<file path="config.mk">
export PLATFORM = sky130hd
export DESIGN_NAME = riscv_exec_unit
export DESIGN_NICKNAME = d
export VERILOG_FILES = /design/src/rtl/riscv_pkg.sv /design/src/rtl/riscv_imm_ext.sv /design/src/rtl/riscv_exec_unit.sv
export SDC_FILE = /design/constraint.sdc
export NUM_CORES = 1
export LEC_CHECK = 0
export ABC_AREA = 1
export BUFFER_PORTS_ARGS = -buffer_cell sky130_fd_sc_hd__buf_2
export CAP_MARGIN = 20
export CELL_PAD_IN_SITES_DETAIL_PLACEMENT = 1
export CELL_PAD_IN_SITES_GLOBAL_PLACEMENT = 2
export CORE_MARGIN = 5
export CORE_UTILIZATION = 33
export CTS_BUF_LIST = sky130_fd_sc_hd__clkbuf_4 sky130_fd_sc_hd__clkbuf_8
export CTS_CLUSTER_SIZE = 24
export DETAILED_ROUTE_END_ITERATION = 10
export PLACE_DENSITY = 0.9
export SKIP_CTS_REPAIR_TIMING = 1
export SLEW_MARGIN = 30
export SYNTH_ARGS = -nofsm -noshare
export SYNTH_HDL_FRONTEND = slang
export SYNTH_HIERARCHICAL = 1
export SYNTH_SLANG_ARGS = --single-unit
</file>
<file path="constraint.sdc">
create_clock -name i_clk -period 1.01 [get_ports i_clk]
set_input_delay 0.2525 -clock i_clk [delete_from_list [all_inputs] [get_ports i_clk]]
set_output_delay 0.2525 -clock i_clk [all_outputs]
set_load 0.03 [all_outputs]
</file>
<file path="src/rtl/riscv_pkg.sv">
// rtl/riscv_pkg.sv - shared datapath width, immediate format and ALU command encodings
package riscv_pkg;

  localparam int XLEN = 32;

  typedef enum logic [2:0] {
    IMM_I = 3'd0,
    IMM_S = 3'd1,
    IMM_B = 3'd2,
    IMM_U = 3'd3,
    IMM_J = 3'd4
  } immsrc_e;

  typedef enum logic [3:0] {
    ALU_ADD  = 4'd0,
    ALU_SUB  = 4'd1,
    ALU_SLL  = 4'd2,
    ALU_SLT  = 4'd3,
    ALU_SLTU = 4'd4,
    ALU_XOR  = 4'd5,
    ALU_SRL  = 4'd6,
    ALU_SRA  = 4'd7,
    ALU_OR   = 4'd8,
    ALU_AND  = 4'd9
  } alu_cmd_t;

endpackage

</file>
<file path="src/rtl/riscv_imm_ext.sv">
// rtl/riscv_imm_ext.sv - combinational immediate extractor for I/S/B/U/J formats
module riscv_imm_ext
  import riscv_pkg::*;
(
  input  logic [31:7]     inst,
  input  logic [2:0]      immsrc,
  output logic [XLEN-1:0] imm_ext
);

  logic s;
  assign s = inst[31];

  always_comb begin
    imm_ext = '0;
    case (immsrc_e'(immsrc))
      IMM_I:   imm_ext = {{20{s}}, inst[31:20]};
      IMM_S:   imm_ext = {{20{s}}, inst[31:25], inst[11:7]};
      IMM_B:   imm_ext = {{19{s}}, s, inst[7], inst[30:25], inst[11:8], 1'b0};
      IMM_U:   imm_ext = {inst[31:12], 12'b0};
      IMM_J:   imm_ext = {{11{s}}, s, inst[19:12], inst[20], inst[30:21], 1'b0};
      default: imm_ext = '0;
    endcase
  end

endmodule

</file>
<file path="src/rtl/riscv_exec_unit.sv">
// rtl/riscv_exec_unit.sv - registered execute stage: immediate, operand mux, RV32I ALU, zero flag
// Optional result inversion enabled by defining EXEC_ALU_INV_EN.
module riscv_exec_unit
  import riscv_pkg::*;
(
  input  logic            i_clk,
  input  logic            i_rst,
  input  logic            i_en,
  input  logic [31:0]     i_inst,
  input  logic [2:0]      i_immsrc,
  input  logic [XLEN-1:0] i_rs1_data,
  input  logic [XLEN-1:0] i_rs2_data,
  input  logic            i_alu_src_sel,
  input  logic            i_alu_inv,
  input  logic [3:0]      i_alu_cmd,
  output logic [XLEN-1:0] o_imm_ext,
  output logic [XLEN-1:0] o_alu_result,
  output logic            o_zero_f
);

`ifdef EXEC_ALU_INV_EN
  localparam bit INV_EN = 1'b1;
`else
  localparam bit INV_EN = 1'b0;
`endif

  logic [XLEN-1:0] imm_ext;
  logic [XLEN-1:0] op_a;
  logic [XLEN-1:0] op_b;
  logic [4:0]      shamt;
  logic [XLEN-1:0] raw;
  logic            inv_eff;
  logic            unused_opcode;

  // Opcode bits carry no immediate data.
  assign unused_opcode = ^i_inst[6:0];

  riscv_imm_ext u_imm_ext (
    .inst    (i_inst[31:7]),
    .immsrc  (i_immsrc),
    .imm_ext (imm_ext)
  );

  assign op_a    = i_rs1_data;
  assign op_b    = i_alu_src_sel ? imm_ext : i_rs2_data;
  assign shamt   = op_b[4:0];
  assign inv_eff = i_alu_inv & INV_EN;

  always_comb begin
    raw = '0;
    case (alu_cmd_t'(i_alu_cmd))
      ALU_ADD:  raw = op_a + op_b;
      ALU_SUB:  raw = op_a - op_b;
      ALU_SLL:  raw = op_a << shamt;
      ALU_SLT:  raw = {{(XLEN-1){1'b0}}, $signed(op_a) < $signed(op_b)};
      ALU_SLTU: raw = {{(XLEN-1){1'b0}}, op_a < op_b};
      ALU_XOR:  raw = op_a ^ op_b;
      ALU_SRL:  raw = op_a >> shamt;
      ALU_SRA:  raw = XLEN'($signed(op_a) >>> shamt);
      ALU_OR:   raw = op_a | op_b;
      ALU_AND:  raw = op_a & op_b;
      default:  raw = '0;
    endcase
  end

  always_ff @(posedge i_clk or negedge i_rst) begin
    if (!i_rst) begin
      o_imm_ext    <= '0;
      o_alu_result <= '0;
      o_zero_f     <= 1'b1;
    end else if (i_en) begin
      o_imm_ext    <= imm_ext;
      o_alu_result <= inv_eff ? ~raw : raw;
      o_zero_f     <= (raw == '0);
    end
  end

endmodule

</file>
==> impl_results.md, run 1 <==
- Remaining global-route overflow: 4
- Gpl congestion: 1.16
- Total I/O pin count: 173
- Synth Warn #: 6
- Worst endpoint type: register input
- Leading area contributor after synthesis: nand2_1
- Main synth FF type: dfrtp_1
- Avg Inst Size Synth: 5.49 µm²
- CTS buffer count: 9
- Stopping stage: 5_1_grt
- Clk sinks: 65
- DPL Wire Length: 72600 µm
- Status: aborted with a tool error
- Synth Register Bits: 65
- Synthesized net count: 2675
- Clock Tree Buf Depth: 2
- Die width: 213 µm
- Synth Cell Area: 0.0135 mm²
- Tool error: [ERROR GRT-0232] Routing congestion too high. Check the congestion heatmap in the GUI.
- Placed Area: 0.0197 mm²
- Site row count: 74
- Cells after Synth: 2467
- Post-GRT worst EP: o_zero_f$_DFFE_PN1P_/D
- Starting Density: 0.332
- Die span in y: 213 µm
- Post-synth ARST share: 1.00
- Yosys top cell area share: 0.208
- Synth area leaders: nand2_1 21%, nand3_1 19%, dfrtp_1 12%, ha_1 9.1%, inv_1 6.7%
- Largest net degree at the start of global routing: 48
- CTS root buf: clkbuf_8
- Total GRT Usage: 0.650
- Seq/Total Area, Yosys: 0.120
- I/O Buffers: 164
- Max H-tree Level: 3
- Post-synth EDFFs: 0
- Count of cell types in the netlist: 56
==> metal layers <==
metal  global-route usage  GRT overflow
met2                0.834             1
met3                0.504             0
met4                0.648             3
met1                0.622             0
met5                0.266             0
==> cell families after synthesis <==
family	count (synthesis)	synth area share
AO/OA/AOI/OAI	296	0.122
XOR/XNOR	3	0.00194
adder cells (fa/ha/maj)	100	0.0935
buffers and inverters	377	0.124
flip-flops	65	0.120
AND/OR/NAND/NOR	1626	0.538
==> Yosys cell counts (12+ instances only) <==
library cell and number:
nand2_1 752, nand3_1 503, inv_1 241, nor2_1 219, a21oi_1 107, o21ai_0 107
ha_1 98, dfrtp_1 64, buf_2 58, nand4_1 40, clkbuf_1 30, or2_2 28
nand3_2 22, o22ai_1 18, nor3_1 14, buf_6 13, buf_4 12, nand2_2 12
o21ai_1 12
==> metrics by stage <==
step                utilization  setup slack [ns]  TNS (ns)  hold WS (ns)  std cells
global placement          0.482             -2.73    -83.08         0.246       3649
floorplan                     -             -1.77    -48.19       -0.0431       2467
CTS                       0.487             -2.43    -82.08        -0.130       3665
detailed placement        0.482             -2.78    -89.75         0.254       3649
==> run 2, diff against run 1 <==
Settings changed: CELL_PAD_IN_SITES_DETAIL_PLACEMENT 1 to default, CELL_PAD_IN_SITES_GLOBAL_PLACEMENT 2 to default, CORE_UTILIZATION 33 to 40, CTS_BUF_LIST sky130_fd_sc_hd__clkbuf_4 sky130_fd_sc_hd__clkbuf_8 to default, CTS_CLUSTER_SIZE 24 to default, PLACE_DENSITY 0.9 to default, PLACE_DENSITY_LB_ADDON from default to 0.15.
==> run 2 against run 1 <==
Against the previous run: the flow now finishes, with violations (setup timing); synthesized cell count is the same; synthesized area did not move.
==> impl_results.md, run 2 <==
- Remaining global-route overflow: 0
- Post-synth top cells: 752 x nand2_1, 503 x nand3_1, 241 x inv_1
- Die width: 194 µm (-8.7%)
- Synth Register Bits: 65 (unchanged)
- DPL Wire Length: 64300 µm (-11%)
- Crit-path leading delay family: simple AND/OR/NAND/NOR gates
- Setup repair after global routing missed its margin: true
- Clk pwr share: 0.152
- FF/Latch Area: 0.00163 mm²
- Cells after Synth: 2467 (unchanged)
- Clk sinks: 65 (unchanged)
- Fillers: 2735
- WL/cell: 23.1 µm
- Internal power: 13.1 mW
- Crit-path slowest cell: fa_2
- Clock transition at path regs: 0.06 ns
- Die span in y: 194 µm (-8.7%)
- CTS buffer count: 9 (unchanged)
- CP Max Fanout: 6
- Vias in the first global route: 18600
- Worst Path Required: 1.30 ns
- Gpl congestion: 1.07 (-7.4%)
- Power Density: 1040 mW/mm²
- Synthesized net count: 2675 (unchanged)
- I/O Buffers: 164 (unchanged)
- Core Area: 0.0334 mm²
- Starting Density: 0.405 (+0.0725)
- Final worst path period share: 3.15
- Layout cell share with drive strength beyond 1: 0.474
- Setup crit start kind: primary input
- Synth Area in Adders: 0.0935 (unchanged)
- Synth Cell Area: 0.0135 mm² (unchanged)
- Complex-gate fraction of the synthesized area: 0.122 (unchanged)
- Seq/Total Area, Yosys: 0.120 (unchanged)
- Nets: 3471
- Post-synth ARST share: 1.00 (unchanged)
- XOR/XNOR share of the synthesized area: 0.00194 (unchanged)
- HP Class: primary input to register
- F_max: 0.314 GHz
- Largest family of logic cells by synthesized area: simple AND/OR/NAND/NOR gates
- Avg Inst Size Synth: 5.49 µm² (unchanged)
- Skew-Pair Late Insertion Delay: 0.34 ns
- Initial antenna violation count: 2
- Leakage power: 12.4 nW
- Crit path time final: 3.18 ns
- Crit. End Element: register
- Largest stage delay, worst path: 0.41 ns
- Initial detailed-routing violation count: 3068
- Final Max Tran Viols: 0
- Via count: 21700
- Design area: 0.0240 mm²
- Max H-tree Level: 3 (unchanged)
- Number of setup violations in the final report: 116
- Main synth FF type: dfrtp_1
- Placed Area: 0.0197 mm² (+0.42%)
- Leading area contributor after synthesis: nand2_1
- Total GRT Usage: 0.377
- Inserted Diodes: 0
- CTS root buf: clkbuf_16
- Synth Area in Simple Gates: 0.538 (unchanged)
- Via-per-instance ratio: 5.85
- Synth Warn #: 6 (unchanged)
- WL final: 85900 µm
- Largest regs: o_alu_result: 32 flops, o_imm_ext: 32 flops, o_zero_f: 1 flops
- Commonest non-fill, non-tap cell in the layout: buf_4
- Post-synth EDFFs: 0 (unchanged)
- Antenna viol nets, final: 0
- Area taken by multi-input logic gates: 0.0131 mm²
- Largest net degree at the start of global routing: 60
- Switching pwr: 12.0 mW
- Site row count: 67 (-9.5%)
- Failing checks: setup timing
- Synth area leaders: nand2_1 21%, nand3_1 19%, dfrtp_1 12%, ha_1 9.1%, inv_1 6.7%
- Status: finished with violations
- Layout Area Growth over Synthesis: 77.4%
- Relative slew slack: 0.585
- Switching share of total power: 0.477
- Post-synthesis mux area share: 0 (unchanged)
- Arr. time, crit path: 3.47 ns
- Highest-count cells in the layout ignoring fill and taps: 653 x buf_4, 618 x nand2_1, 435 x nand3_1
- Clock Tree Buf Depth: 2 (unchanged)
- Comb power frac: 0.720
- Count of cell types in the netlist: 56 (unchanged)
- Final number of hold-violating endpoints: 0
- Yosys top cell area share: 0.208 (unchanged)
- First-pass detailed-route iteration total: 7
- Worst Path Buf+Inv: 5
- DRC viols: 0
- Max_cap viols: 0
- Final Util: 0.718
- Part of the power in registers: 0.129
- Die area: 0.0376 mm²
- TritonCTS clock tree: done
- Total I/O pin count: 173 (unchanged)
- Clock skew: 0 ns
- Slew @ Worst Pin: 0.618 ns
- First-pass GRT wire length: 111000 µm
- Count leader, synth: nand2_1
- VDD IR max: 1.15 mV
- Fin worst setup slack: -2.17 ns
- Critical path class: primary input to register
## run 2: area by class of cell
type	count	area share
multi-input combinational	2027	0.544
timing repair buffer	902	0.308
sequential	65	0.0677
inverter	258	0.0419
tap	448	0.0233
clock buffer	10	0.00994
clock inverter	6	0.00474
## run 2: worst min-delay path, delay by kind of cell
family,cells,cell delay [ns]
simple gates,4,0.22
buf+inv,1,0.10
## run 2: through the flow
stage	instances	setup TNS [ns]	hold WS [ns]	worst slack [ns]	total power, mW
floorplan	2467	-48.19	-0.0431	-1.77	10.6
global placement	3595	-86.32	0.203	-2.91	16.9
detailed placement	3595	-87.93	0.208	-2.92	17.0
CTS	3611	-78.83	-0.143	-2.60	20.7
global route	3716	-76.93	0.277	-2.38	26.1
finish	3716	-71.74	0.268	-2.17	25.1
## run 2: worst paths after layout
check | startpoint | endpoint | slack (ns) | cells past startpoint
max | i_immsrc[1] | o_zero_f | -2.17 | 26
min | i_inst[13] | o_imm_ext[13] | 0.27 | 5
max reg2reg | o_alu_result[12] | o_alu_result[12] | 0.11 | 3
min reg2reg | o_imm_ext[16] | o_imm_ext[16] | 0.50 | 2
max in group asynchronous | i_rst | o_imm_ext[11] | -0.02 | 3
min in group asynchronous | i_rst | o_alu_result[17] | 0.43 | 2
## run 2: power by group through the flow
stage	clock [mW]	sequential, mW	combinational [mW]
after global placement	0	3.13	13.7
after detailed placement	0	3.15	13.8
after floorplan	0	3.78	6.81
after CTS	3.68	3.11	13.9
final	3.81	3.23	18.0
after global routing	3.89	3.24	18.9
## run 2: kinds of logic after synthesis
logic type,count (synthesis)
AOI/OAI and AO/OA,296
xor gates and xnor gates,3
adders and majority gates,100
buffers and inverters,377
DFF,65
and+or+nand+nor,1626
## run 2: per-layer routing
metal / vias to the layer above / share of wire / track usage / wire (µm)
met1: 10100 / 0.39 / 0.512 / 33100
li1: 9724 / - / - / -
met2: 1561 / 0.42 / 0.556 / 36300
met5: - / 0.00030 / 0 / 26
met4: 4 / 0.076 / 0.211 / 6530
met3: 313 / 0.12 / 0.0813 / 9950
Power figures use the tool's default switching activity.
